## config.mk

```make
export PLATFORM = sky130hd
export DESIGN_NAME = load_store_unit
export DESIGN_NICKNAME = d
export VERILOG_FILES = /design/src/rtl/load_store_unit.sv
export SDC_FILE = /design/constraint.sdc
export NUM_CORES = 1
export LEC_CHECK = 0
export BUFFER_PORTS_ARGS = -buffer_cell sky130_fd_sc_hd__buf_2
export CORE_MARGIN = 4
export CORE_UTILIZATION = 27
export CTS_BUF_LIST = sky130_fd_sc_hd__clkbuf_8
export CTS_CLUSTER_DIAMETER = 40
export CTS_CLUSTER_SIZE = 24
export DETAILED_ROUTE_END_ITERATION = 8
export GPL_TIMING_DRIVEN = 0
export SYNTH_ARGS = -nofsm -noshare
export SYNTH_HDL_FRONTEND = slang
export SYNTH_SLANG_ARGS = --single-unit
```

## constraint.sdc

```tcl
create_clock -name clk -period 2.79 [get_ports clk]
set_input_delay 0.4185 -clock clk [delete_from_list [all_inputs] [get_ports clk]]
set_output_delay 0.4185 -clock clk [all_outputs]
set_load 0.02 [all_outputs]
```

## src/rtl/load_store_unit.sv

```systemverilog
// Memory-access stage: one sized load/store per start pulse, with lane steering,
// load extension, alignment checking and a bounded wait on dmem_ready.
module load_store_unit #(
    parameter int TIMEOUT = 64
) (
    input  logic        clk,
    input  logic        rst_n,
    input  logic        start,
    input  logic [3:0]  mem_op,
    input  logic [31:0] addr,
    input  logic [31:0] wdata,
    output logic        busy,
    output logic        done,
    output logic [31:0] rdata,
    output logic        addr_err,
    output logic        bus_err,
    output logic        dmem_req,
    output logic        dmem_we,
    output logic [3:0]  dmem_be,
    output logic [31:0] dmem_addr,
    output logic [31:0] dmem_wdata,
    input  logic [31:0] dmem_rdata,
    input  logic        dmem_ready
);

    // state | meaning
    // IDLE  | waiting for start
    // REQ   | dmem_req held until dmem_ready or timeout
    // DONE  | one-cycle done pulse, results valid
    typedef enum logic [1:0] {IDLE, REQ, DONE} state_t;

    state_t      state, state_nx;
    logic [3:0]  op_q;
    logic [31:0] addr_q;
    logic [31:0] wdata_q;
    logic [7:0]  cnt;
    logic        misalign;
    logic        timeout_hit;
    logic [3:0]  be_calc;
    logic [31:0] wdata_calc;
    logic [31:0] load_val;

    always_comb begin
        misalign = 1'b0;
        case (mem_op[1:0])
            2'b01:   misalign = addr[0];
            2'b10:   misalign = (addr[1:0] != 2'b00);
            2'b11:   misalign = 1'b1;
            default: misalign = 1'b0;
        endcase
    end

    assign timeout_hit = (cnt == 8'(TIMEOUT - 1));

    always_ff @(posedge clk or negedge rst_n) begin
        if (!rst_n) state <= IDLE;
        else        state <= state_nx;
    end

    always_comb begin
        state_nx = state;
        case (state)
            IDLE:    if (start) state_nx = misalign ? DONE : REQ;
            REQ:     if (dmem_ready || timeout_hit) state_nx = DONE;
            DONE:    state_nx = IDLE;
            default: state_nx = IDLE;
        endcase
    end

    always_comb begin
        be_calc    = 4'b0000;
        wdata_calc = 32'h0;
        case (op_q[1:0])
            2'b00: begin
                be_calc    = 4'b0001 << addr_q[1:0];
                wdata_calc = {4{wdata_q[7:0]}};
            end
            2'b01: begin
                be_calc    = addr_q[1] ? 4'b1100 : 4'b0011;
                wdata_calc = {2{wdata_q[15:0]}};
            end
            default: begin
                be_calc    = 4'b1111;
                wdata_calc = wdata_q;
            end
        endcase
    end

    always_comb begin
        load_val = dmem_rdata;
        case (op_q[1:0])
            2'b00: begin
                logic [7:0] b;
                b = dmem_rdata[8*addr_q[1:0] +: 8];
                load_val = op_q[2] ? {24'h0, b} : {{24{b[7]}}, b};
            end
            2'b01: begin
                logic [15:0] h;
                h = addr_q[1] ? dmem_rdata[31:16] : dmem_rdata[15:0];
                load_val = op_q[2] ? {16'h0, h} : {{16{h[15]}}, h};
            end
            default: load_val = dmem_rdata;
        endcase
    end

    always_comb begin
        busy       = (state != IDLE);
        done       = (state == DONE);
        dmem_req   = (state == REQ);
        dmem_we    = 1'b0;
        dmem_be    = 4'b0000;
        dmem_addr  = 32'h0;
        dmem_wdata = 32'h0;
        if (state == REQ) begin
            dmem_we    = op_q[3];
            dmem_be    = be_calc;
            dmem_addr  = {addr_q[31:2], 2'b00};
            dmem_wdata = wdata_calc;
        end
    end

    // Request latch, wait counter and sticky results (held until next accepted start).
    always_ff @(posedge clk or negedge rst_n) begin
        if (!rst_n) begin
            op_q     <= 4'h0;
            addr_q   <= 32'h0;
            wdata_q  <= 32'h0;
            cnt      <= 8'h0;
            rdata    <= 32'h0;
            addr_err <= 1'b0;
            bus_err  <= 1'b0;
        end else begin
            case (state)
                IDLE: if (start) begin
                    op_q     <= mem_op;
                    addr_q   <= addr;
                    wdata_q  <= wdata;
                    cnt      <= 8'h0;
                    rdata    <= 32'h0;
                    addr_err <= misalign;
                    bus_err  <= 1'b0;
                end
                REQ: begin
                    if (dmem_ready) begin
                        if (!op_q[3]) rdata <= load_val;
                    end else if (timeout_hit) begin
                        bus_err <= 1'b1;
                        rdata   <= 32'h0;
                    end else begin
                        cnt <= cnt + 8'h1;
                    end
                end
                default: ;
            endcase
        end
    end

endmodule
```

# Word-level counts from Yosys, hierarchy flattened
# Index checks and enable logic that the tools add are counted.
# word_totals
register_bits	112
input_bits	104
out_inout_bits	106
word_cells	65
# op_classes
addsub	1
n_eq_ne	14
n_shift	2
mux	29
n_reduce_logical	11
# ops
op	count
$mux W32	8
$pmux W32 S2	3
$shiftx A32 B6 Y8	1
$mux W8	3
$mux W16	1
$pmux W8 S2	1
$reduce_and A4 Y1	3
$add A8 B1 Y8 const B	1
$eq A8 B6 Y1 const B	1
$mux W4	2
$pmux W4 S2	1
$eq A2 B1 Y1 const B	3
$eq A2 B2 Y1 const B	3
$mux W2	3
$ne A2 B2 Y1 const B	3
$reduce_bool A2 Y1	3
$logic_not A2 Y1	2
$mux W1	4
$ne A2 B1 Y1 const B	2
$pmux W2 S2	1
$reduce_and A2 Y1	2
$shl A1 B2 Y4 const A	1
$ne A3 B1 Y1 const B	1
$ne A3 B3 Y1 const B	1
other kinds (3)	3

# Longest topological paths before layout
# Gate-level depths: netlist (run 1).
# depth
word_depth	6
mapped_depth	8
depth_no_buf	5

# Worst setup path before layout (run 1)
# OpenSTA, ideal clock, no wires.
# synth_timing
path_kind	flip-flop to flip-flop
startpoint	register state[1]
endpoint	register rdata[28]
setup_time_ps	126
arrival_time_ps	1912
slack_ps	752
stages_incl_launch_ff	7
n_path_buf	2
cell_sequence	dfrtp_1 > or3b_4 > or3b_1 > and3_1 > buf_6 > buf_6 > a221o_1
# synth_via
elab_chain_len	3
elab_cells_between_ends	8
cone_classes	eq/ne (4); mux (1); reduce/logical (3)
# synth_lines
item	line_no	source
from (decl)	32	state_t state, state_nx;
from (signal assigned)	57	else state <= state_nx;
$eq A2 B1 Y1 / $logic_not A2 Y1 (equally long branches)	133	case (state)
$ne A3 B3 Y1 (no source line), or another cell as far along	--	
$reduce_and A4 Y1 (no source line)	--	
to (signal assigned)	145	if (!op_q[3]) rdata <= load_val;
to (decl)	14	output logic [31:0] rdata,
# Parallel ways exist; a longest one is shown, timed or not.
# A chain may end at the register's enable or synchronous reset.

# Final worst setup path (run 1)
# layout_timing
startpoint	register op_q[0]
endpoint	output port dmem_wdata[8]
# layout_via
elab_chain_len	3
elab_cells_between_ends	4
cone_classes	eq/ne (1); mux (2); reduce/logical (1)
# layout_lines
item	line_no	source
from (decl)	33	logic [3:0] op_q;
from (signal assigned)	135	op_q <= mem_op;
$eq A2 B1 Y1 / $logic_not A2 Y1 (equally long branches)	73	case (op_q[1:0])
$pmux W32 S2 *	73	
$mux W32 *	114	if (state == REQ) begin
to (decl)	21	output logic [31:0] dmem_wdata,
# Every way passes the cells marked *; elsewhere a longest branch is shown, timed or not.

==> impl_metrics.csv, run 1 <==
group,metric,value,unit
hold_path,hold_class,"input pin to flop",
power,clock_power_share,17.2,%
grt,grt_overflow_total,0,
logic_synthesis,async_reset_ff_share,100,%
logic_synthesis,synth_area,5660,µm²
cts,root_buffer,"clkbuf_8",
logic_synthesis,synth-simple-area-share,27.6,%
grt,grt_max_degree,92,
logic_synthesis,synth_flop_cell,"dfrtp_1",
sta,rsz0062_at_grt,"true",
drt,wl_per_cell,17.0,µm
drt,drc,0,
sta,finalWorstSetupSlack,0.161,ns
drt,ant_nets,0,
cts,cts.path.max_buffers,2,
cts,cts_sinks,112,
final_layout,stdcell_area,7300,µm²
floorplan,die_area,23300,µm²
logic_synthesis,synth_cells,640,
cts,numCtsBuffers,9,
floorplan,die_w,153,µm
final_layout,postLayoutCoreUtil,35.7,%
sta,slew_viol_final,0,
drt,first_pass_iters,4,
sta,worst_clock_skew,0.0200,ns
logic_synthesis,synth.area.mux_share,7.56,%
critical_path,critPathMaxFanout,10,
floorplan,core,20400,µm²
drt,wl,19.2,mm
sta,worst_pin_slew,0.771,ns
logic_synthesis,ys_seq_area_share,49.5,%
cts,cts_tree,"built",
power,comb_power_share,42.1,%
logic_synthesis,synth-edff-count,0,
sta,setup_tns,0,ns
cts,path_clk_slew,0.11,ns
grt,grt_usage,16.3,%
power,swShare,42.4,%
place,dpl-instance-area,7070,µm²
logic_synthesis,synth.avg_cell_area,8.85,µm²
floorplan,ios,210,
final_layout,area_growth,28.9,%
power,p_switching,2.57,mW
sta,min_period,2.63,ns
floorplan,die_h,153,µm
logic_synthesis,ys_top_cells_by_count,"230 x nand2_1, 112 x dfrtp_1, 40 x and2_1, 40 x nor2_1, 31 x clkbuf_1",
critical_path,critPathArrivalTime,2.21,ns
logic_synthesis,yosys_warnings,0,
floorplan,initial_core_util,27.7,%
logic_synthesis,synthXorXnorAreaFrac,0.155,%
drt,drt_iter0_drc,201,
logic_synthesis,synth_most_common_cell,"nand2_1",
sta,period_share,94.2,%
critical_path,cp_common_cell,"buf_2",
cts,post_cts_buffers,0,
grt,grt_pass1_wl,30.4,mm
logic_synthesis,synth.distinct_cells,47,
critical_path,cp-start-kind,"flop",
logic_synthesis,synth_top_cell_by_area,"dfrtp_1",
critical_path,crit_chain,"buf_2, inv_1, nand2_2, clkbuf_2, nand2_1, a21oi_1, buf_2",
logic_synthesis,synth_compound_area_share,11.0,%
final_layout,layout-drive-gt1-share,29.7,%
sta,slew_headroom,48.6,%
sta,hold_viol,0,
critical_path,path_class,"flop to primary output",
floorplan,floorplan.rows,52,
sta,fmax,0.380,GHz
power,powerDensity,829,nW/µm²
power,p_seq_share,40.8,%
logic_synthesis,synth_top_area_share,49.5,%
place,place_ws,0.214,ns
drt,vias,5393,
critical_path,timing.critical_path.buf_inv,4,
power,p_leak,3.90,nW
logic_synthesis,synth_top_family_by_area,"simple AND/OR/NAND/NOR gates",
flow_run,drv_cap,0,
logic_synthesis,synth_area_leaders,"dfrtp_1 50%, nand2_1 15%, and2_1 4.4%",
critical_path,worst_setup_path_end_kind,"primary output",
grt,antenna_found_initial,2,
drt,avgViaCountPerCell,4.76,
final_layout,diodes,0,
status,status,"finished, final reports clean",
power,ir_drop,0.342,mV
power,p_int,3.48,mW
critical_path,critPathSlowestCell,"dfrtp_1",
final_layout,multi_input_area,2650,µm²
critical_path,required,2.37,ns
logic_synthesis,synth_fa_ha_area_share,0.221,%
cts,worst_skew_pair.late_latency,0.39,ns
sta,setup_violations,0,
final_layout,register_area,2800,µm²
place,port_buffers,207,
final_layout,nNetsFinal,964,
grt,first_global_vias,5520,
place,gp_congestion,0.882,
final_layout,fill_cells,2164,
critical_path,cpPeakStageDelay,0.33,ns
critical_path,critPathTopFamily,"buffers and inverters",
logic_synthesis,ys_ff_latch,112,
cts,htreeDepth,3,
place,hpwl,14.7,mm
[per-stage QoR]
step / instances / total power, mW / hold slack, ns
finish: 1134 / 6.05 / 0.207
detailed placement: 1119 / 5.06 / 0.277
floorplan: 641 / 4.10 / 0.123
global placement: 1118 / 5.02 / 0.449
global route: 1134 / 6.50 / 0.184
CTS: 1135 / 6.12 / 0.166
[sequential cells by signal (all words and copies together) (netlist names)]
name	flops
addr_err	1
bus_err	1
cnt	8
addr_q	32
state	2
op_q	4
rdata	32
wdata_q	32
[layer usage]
metal  GRT usage (%)  wire [µm]  vias to the layer above
met1            21.3       8650                     2568
li1                -          -                     2579
met3            5.06       1510                       27
met4            4.84        367                        4
met5               0         14                        -
met2            26.0       8700                      215
[tightest hold or removal path, stage by stage]
cell and delay [ns]:
buf_2 0.07, nand2_1 0.04, nand2_1 0.04
[power by group through the flow]
| stage | Combinational (mW) | Clock, mW | Sequential [mW] |
|---|---|---|---|
| 2_1_floorplan | 1.60 | 0 | 2.51 |
| 5_1_grt | 2.83 | 1.12 | 2.55 |
| 3_3_place_gp | 2.55 | 0 | 2.47 |
| 6_report | 2.54 | 1.04 | 2.47 |
| 3_5_place_dp | 2.57 | 0 | 2.48 |
| 4_1_cts | 2.57 | 1.08 | 2.47 |
[final cells by class]
type / count / share of cell area, %
tap: 270 / 4.63
buffer: 44 / 2.83
clock buffer: 10 / 1.89
timing repair buffer: 209 / 14.8
multi-input combinational: 478 / 36.3
clock inverter: 6 / 0.926
inverter: 5 / 0.257
sequential: 112 / 38.4
[worst paths after layout]
kind                            start             to  slack [ns]  depth (start not counted)
setup / recovery              op_q[0]  dmem_wdata[8]        0.16                          7
hold / removal               addr[16]     addr_q[16]        0.21                          3
setup reg to reg             state[1]      rdata[30]        0.39                          6
hold reg to reg            addr_q[11]     addr_q[11]        0.47                          2
max in group asynchronous       rst_n    wdata_q[24]        1.61                          3
min in group asynchronous       rst_n      rdata[19]        0.43                          2
[cells by family after synthesis]
logic type,count (synthesis)
DFF,112
buffers and inverters,51
and+or+nand+nor,358
muxes,32
other,1
adders and majority gates,1
AOI/OAI and AO/OA,84
xor gates and xnor gates,1
[cells in the final DEF, fill, tap and decap left out, types with 2 or more instances in the layout]
| cell type | Yosys | final |
|---|---|---|
| o2bb2ai_1 | 8 | 8 |
| o21ai_0 | 14 | 14 |
| a22o_1 | 7 | 7 |
| nor3_1 | 4 | 4 |
| nand3_1 | 22 | 22 |
| o22a_1 | 2 | 2 |
| mux2_2 | 6 | 6 |
| a21oi_1 | 21 | 21 |
| a221o_1 | 16 | 16 |
| o211ai_1 | 2 | 2 |
| conb_1 | 1 | 2 |
| and2_1 | 40 | 40 |
| mux2i_1 | 18 | 18 |
| mux4_2 | 8 | 8 |
| clkbuf_8 | 0 | 10 |
| clkbuf_1 | 31 | 24 |
| clkinv_4 | 0 | 2 |
| nand2_1 | 230 | 229 |
| nand2b_1 | 4 | 4 |
| or3_1 | 2 | 2 |
| inv_1 | 4 | 5 |
| dfrtp_1 | 112 | 112 |
| o221ai_1 | 8 | 8 |
| buf_4 | 2 | 2 |
| nor2b_1 | 2 | 2 |
| clkbuf_2 | 0 | 6 |
| nor2_1 | 40 | 40 |
| buf_6 | 3 | 4 |
| nand3b_1 | 3 | 3 |
| buf_1 | 7 | 6 |
| buf_2 | 3 | 209 |
[repair_timing]
item	in CTS	in global routing
gates resized for setup	3	8
hold buffers	1	0
setup endpoints to repair	11	48
endpoints found under the hold margin	21	0
Power figures use the tool's default switching activity.
==> run 2, diff against run 1 <==
Settings changed: BUFFER_PORTS_ARGS -buffer_cell sky130_fd_sc_hd__buf_2 to -buffer_cell sky130_fd_sc_hd__buf_4.
==> run 2 against run 1 <==
Cell area up 7.0%. Largest cell class unchanged. Fmax up 0.14%. Final cell count about the same. Critical path type unchanged. Count of clock-buffer cells in the layout up 1. Non-clock buffer count unchanged. Sequential share of layout area down 2.5 points. Register-to-register slack better by 0.02 ns.
==> impl_metrics.csv, run 2 (same netlist as run 1, synthesis figures left out) <==
group,metric,value,unit
drt,avgViaCountPerCell,4.68,
drt,wl_per_cell,17.4,µm
final_layout,final_cell_mix,"229 x nand2_1, 208 x buf_4, 112 x dfrtp_1",
final_layout,fill_cells,2127,
cts,post_cts_buffers,0,
power,ir_drop,0.356,mV
cts,numCtsBuffers,9,
grt,antenna_found_initial,0,
power,comb_power_share,43.6,%
sta,rsz0062_at_grt,"false",
drt,ant_nets,0,
floorplan,core,20400,µm²
grt,grt_overflow_total,0,
hold_path,hold_class,"input pin to flop",
critical_path,crit_chain,"buf_2, inv_1, nand2_2, clkbuf_2, nand2_1, a21oi_1, buf_4",
status,status,"finished, final reports clean",
critical_path,cp-start-kind,"flop",
critical_path,worst_setup_path_end_kind,"primary output",
power,p_seq_share,39.7,%
floorplan,initial_core_util,27.7,%
sta,setup_violations,0,
sta,fmax,0.381,GHz
cts,root_buffer,"clkbuf_8",
power,p_int,3.68,mW
grt,first_global_vias,5475,
floorplan,die_w,153,µm
sta,finalWorstSetupSlack,0.165,ns
power,p_leak,3.99,nW
critical_path,path_class,"flop to primary output",
sta,min_period,2.63,ns
cts,cts_sinks,112,
sta,setup_tns,0,ns
drt,drc,0,
sta,hold_viol,0,
sta,slew_viol_final,0,
place,hpwl,15.0,mm
grt,grt_usage,16.6,%
final_layout,diodes,0,
floorplan,ios,210,
critical_path,cp.depth,7,
cts,cts.path.max_buffers,2,
sta,slew_headroom,51.4,%
flow_run,drv_cap,0,
critical_path,critPathSlowestCell,"dfrtp_1",
critical_path,critPathArrivalTime,2.21,ns
critical_path,reg2reg_depth,6,
power,p_switching,2.55,mW
sta,worst_pin_slew,0.729,ns
hold_path,min_path_cells,3,
floorplan,floorplan.rows,52,
cts,htreeDepth,3,
critical_path,required,2.37,ns
place,place_ws,0.181,ns
cts,path_clk_slew,0.12,ns
power,clock_power_share,16.7,%
final_layout,layout-drive-gt1-share,29.8,%
cts,worst_skew_pair.late_latency,0.39,ns
sta,period_share,94.1,%
drt,wl,19.7,mm
drt,first_pass_iters,4,
grt,grt_max_degree,90,
drt,vias,5297,
power,swShare,41.0,%
drt,drt_iter0_drc,363,
critical_path,critPathMaxFanout,10,
final_layout,reg.largest.list,"addr_q: 32 flops, rdata: 32 flops, wdata_q: 32 flops",
final_layout,layout_commonest_cell,"nand2_1",
critical_path,cpPeakStageDelay,0.33,ns
final_layout,nNetsFinal,964,
floorplan,die_area,23300,µm²
place,gp_congestion,0.834,
final_layout,area_growth,37.9,%
power,powerDensity,798,nW/µm²
floorplan,die_h,153,µm
critical_path,timing.critical_path.buf_inv,4,
place,port_buffers,207,
critical_path,critPathTopFamily,"buffers and inverters",
grt,grt_pass1_wl,30.9,mm
cts,cts_tree,"built",
sta,worst_clock_skew,0.0240,ns
[run 2: what timing repair did]
action                     in CTS  in global routing
hold buffers                    1                  0
hold endpoints to repair       23                  0
gates resized for setup         3                  9
setup endpoints to repair      10                 46
[run 2: final timing paths]
check / from / endpoint / slack [ns]
worst max-delay path: op_q[0] / dmem_wdata[8] / 0.16
worst min-delay path: addr[13] / addr_q[13] / 0.20
worst max register to register: state[1] / rdata[22] / 0.41
worst min register to register: addr_q[6] / addr_q[6] / 0.48
max in group asynchronous: rst_n / rdata[13] / 1.57
min in group asynchronous: rst_n / rdata[19] / 0.44
[run 2: final cells by class]
cell class	instances	area, µm²	area share (%)
flip-flops and latches	112	2800	35.9
multi-input cells	478	2650	33.9
repair buffers	209	1600	20.4
well taps	270	338	4.33
plain buffers	44	206	2.64
clock buffers	11	151	1.94
clock inverters	4	52.6	0.673
inverters	5	18.8	0.240
[run 2: worst register-to-register path, cell delays in order (launching register included)]
cell	delay [ns]
dfrtp_1	0.45
nand2b_1	0.38
inv_2	0.26
nand3b_1	0.17
nor4_2	0.61
buf_2	0.32
a221o_1	0.13
[run 2: through the flow]
step	instance area [µm²]	utilization (%)	total power, mW	std cells	hold slack, ns
2_1_floorplan	5670	-	4.10	641	0.123
3_3_place_gp	7560	37.0	5.20	1118	0.450
3_5_place_dp	7590	37.1	5.24	1119	0.287
4_1_cts	7800	38.2	6.31	1134	0.176
5_1_grt	7810	38.2	6.69	1133	0.176
6_report	7810	38.2	6.23	1133	0.201
[run 2: power by group through the flow]
stage | clock network, mW | logic, mW | registers (mW)
after floorplan | 0 | 1.60 | 2.51
after global placement | 0 | 2.73 | 2.47
after detailed placement | 0 | 2.76 | 2.49
after CTS | 1.08 | 2.75 | 2.47
after global routing | 1.15 | 3.00 | 2.55
final | 1.04 | 2.71 | 2.47
[run 2: routing by layer]
| layer | up-vias | share of wire, % | GRT usage (%) |
|---|---|---|---|
| li1 | 2585 | - | - |
| met1 | 2504 | 44 | 21.8 |
| met2 | 194 | 46 | 26.3 |
| met3 | 14 | 8.0 | 5.25 |
| met4 | 0 | 1.3 | 4.71 |
| met5 | - | 0 | 0 |
==> run 3, diff against run 2 <==
Settings changed: CORE_UTILIZATION 27 to 45, PLACE_DENSITY_LB_ADDON from default to 0.25.
==> run 3 against run 2 <==
Fmax decreased by 1.6%. Via count is 3.9% higher. Cell area decreased by 1.0%. Sequential power about the same. Register-to-register slack got worse by 0.05 ns. Combinational power about the same. Highest routed layer unchanged. Critical path type unchanged.
==> impl_metrics.csv, run 3 (same netlist as run 1, synthesis figures left out) <==
group,metric,value,unit
status,status,"finished, final reports clean",
power,ir_drop,0.341,mV
critical_path,cp-start-kind,"flop",
place,port_buffers,207,
critical_path,required,2.37,ns
floorplan,die_w,120,µm
critical_path,cp_common_cell,"nand2_1",
sta,rsz0062_at_grt,"false",
hold_path,hold_class,"input pin to flop",
hold_path,hold_end,"addr_q[14]",
critical_path,critPathMaxFanout,10,
power,p_leak,4.00,nW
sta,worst_pin_slew,0.705,ns
flow_run,drv_cap,0,
sta,fmax,0.375,GHz
grt,grt_usage,24.7,%
critical_path,critPathSlowestCell,"dfrtp_1",
cts,worst_skew_pair.late_latency,0.38,ns
sta,hold_viol,0,
final_layout,layout-drive-gt1-share,29.5,%
cts,cts.path.max_buffers,2,
cts,cts_sinks,112,
place,gp_congestion,0.865,
cts,post_cts_buffers,0,
power,powerDensity,824,nW/µm²
place,hpwl,13.3,mm
critical_path,reg2reg_depth,6,
cts,htreeDepth,3,
floorplan,initial_core_util,46.6,%
cts,numCtsBuffers,9,
drt,avgViaCountPerCell,5.33,
drt,wl_per_cell,17.2,µm
final_layout,layout_commonest_cell,"nand2_1",
sta,slew_viol_final,0,
final_layout,final_cell_mix,"230 x nand2_1, 208 x buf_4, 112 x dfrtp_1",
grt,antenna_found_initial,0,
cts,cts_tree,"built",
sta,worst_clock_skew,0.0106,ns
floorplan,die_h,120,µm
critical_path,critPathArrivalTime,2.25,ns
critical_path,r2r-start,"state[1]",
critical_path,r2r-end,"rdata[29]",
final_layout,area_growth,36.6,%
sta,min_period,2.67,ns
floorplan,die_area,14400,µm²
sta,period_share,95.6,%
drt,vias,5502,
hold_path,hp-start,"addr[14]",
drt,ant_nets,0,
critical_path,rrSetupSlack,0.36,ns
final_layout,diodes,0,
critical_path,path_class,"flop to primary output",
sta,setup_violations,0,
grt,grt_max_degree,113,
drt,first_pass_iters,5,
sta,setup_tns,0,ns
final_layout,nNetsFinal,965,
final_layout,fill_cells,1054,
sta,slew_headroom,53.0,%
floorplan,core,12200,µm²
drt,drt_iter0_drc,357,
place,dpl-instance-area,7430,µm²
hold_path,min_path_cells,3,
floorplan,floorplan.rows,40,
final_layout,stdcell_area,7730,µm²
critical_path,crit_chain,"buf_2, inv_1, nand2_1, clkbuf_2, nand2_1, a21oi_1, buf_4",
critical_path,cpPeakStageDelay,0.34,ns
drt,wl,17.7,mm
grt,grt_overflow_total,0,
floorplan,ios,210,
grt,first_global_vias,5574,
drt,drc,0,
cts,root_buffer,"clkbuf_8",
cts,path_clk_slew,0.11,ns
grt,grt_pass1_wl,28.4,mm
critical_path,worst_setup_path_end_kind,"primary output",
final_layout,reg.largest.list,"addr_q: 32 flops, rdata: 32 flops, wdata_q: 32 flops",
-- run 3: cell count changes in the layout (fill, tap and decap cells not counted), sizes merged --
cell	previous run	this run
buf	223	222
clkbuf	40	42
clkinvlp	0	1
inv	6	5
bufinv	1	3
clkinv	2	1
-- run 3: area by class of cell --
class | count | area (µm²) | share of cell area, %
clock buffer | 11 | 151 | 1.96
clock inverter | 5 | 103 | 1.33
sequential | 112 | 2800 | 36.3
buffer | 45 | 208 | 2.69
tap | 168 | 210 | 2.72
multi-input combinational | 478 | 2640 | 34.2
timing repair buffer | 209 | 1600 | 20.6
inverter | 5 | 18.8 | 0.243
-- run 3: how the worst max path moves through the flow --
stage                   from        endpoint  slack [ns]
floorplan           state[1]       rdata[28]        0.75
global placement    state[1]        rdata[7]        0.23
detailed placement  state[1]        rdata[7]        0.22
CTS                  op_q[1]  dmem_wdata[10]        0.03
global route         op_q[0]  dmem_wdata[11]       0.005
finish               op_q[0]  dmem_wdata[10]        0.12
-- run 3: where the power goes --
group / switching [mW] / internal [mW] / total, mW
clock network: 0.555 / 0.644 / 1.20
registers: 0.347 / 2.11 / 2.45
logic: 1.61 / 1.11 / 2.71
total: 2.51 / 3.86 / 6.37
-- run 3: worst max-delay path: cells and delay by family (launching register included) --
| family | cells | cell delay (ns) |
|---|---|---|
| buffers and inverters | 4 | 0.92 |
| and+or+nand+nor | 2 | 0.39 |
| AOI/OAI and AO/OA | 1 | 0.21 |
| DFF | 1 | 0.34 |
-- run 3: layer usage --
| layer | vias up | GRT usage, % | wire, µm |
|---|---|---|---|
| met4 | 0 | 9.74 | 438 |
| met5 | - | 0 | 0 |
| met2 | 252 | 40.4 | 8540 |
| li1 | 2575 | - | - |
| met3 | 28 | 4.71 | 1350 |
| met1 | 2647 | 32.6 | 7390 |
-- run 3: what timing repair did --
action | CTS | global route
setup endpoints to repair | 9 | 30
endpoints found under the hold margin | 0 | 33
resized for setup | 2 | 4
hold buffers | 0 | 1
-- run 3: per-stage QoR --
stage | total power [mW] | hold WS [ns] | worst slack, ns | cells | util, %
2_1_floorplan | 4.10 | 0.123 | 0.752 | 641 | -
3_3_place_gp | 5.11 | 0.450 | 0.233 | 1016 | 61.1
3_5_place_dp | 5.19 | 0.454 | 0.219 | 1016 | 61.1
4_1_cts | 6.40 | 0.200 | 0.0296 | 1032 | 63.2
5_1_grt | 6.79 | 0.211 | 0.00491 | 1033 | 63.6
6_report | 6.37 | 0.224 | 0.122 | 1033 | 63.6
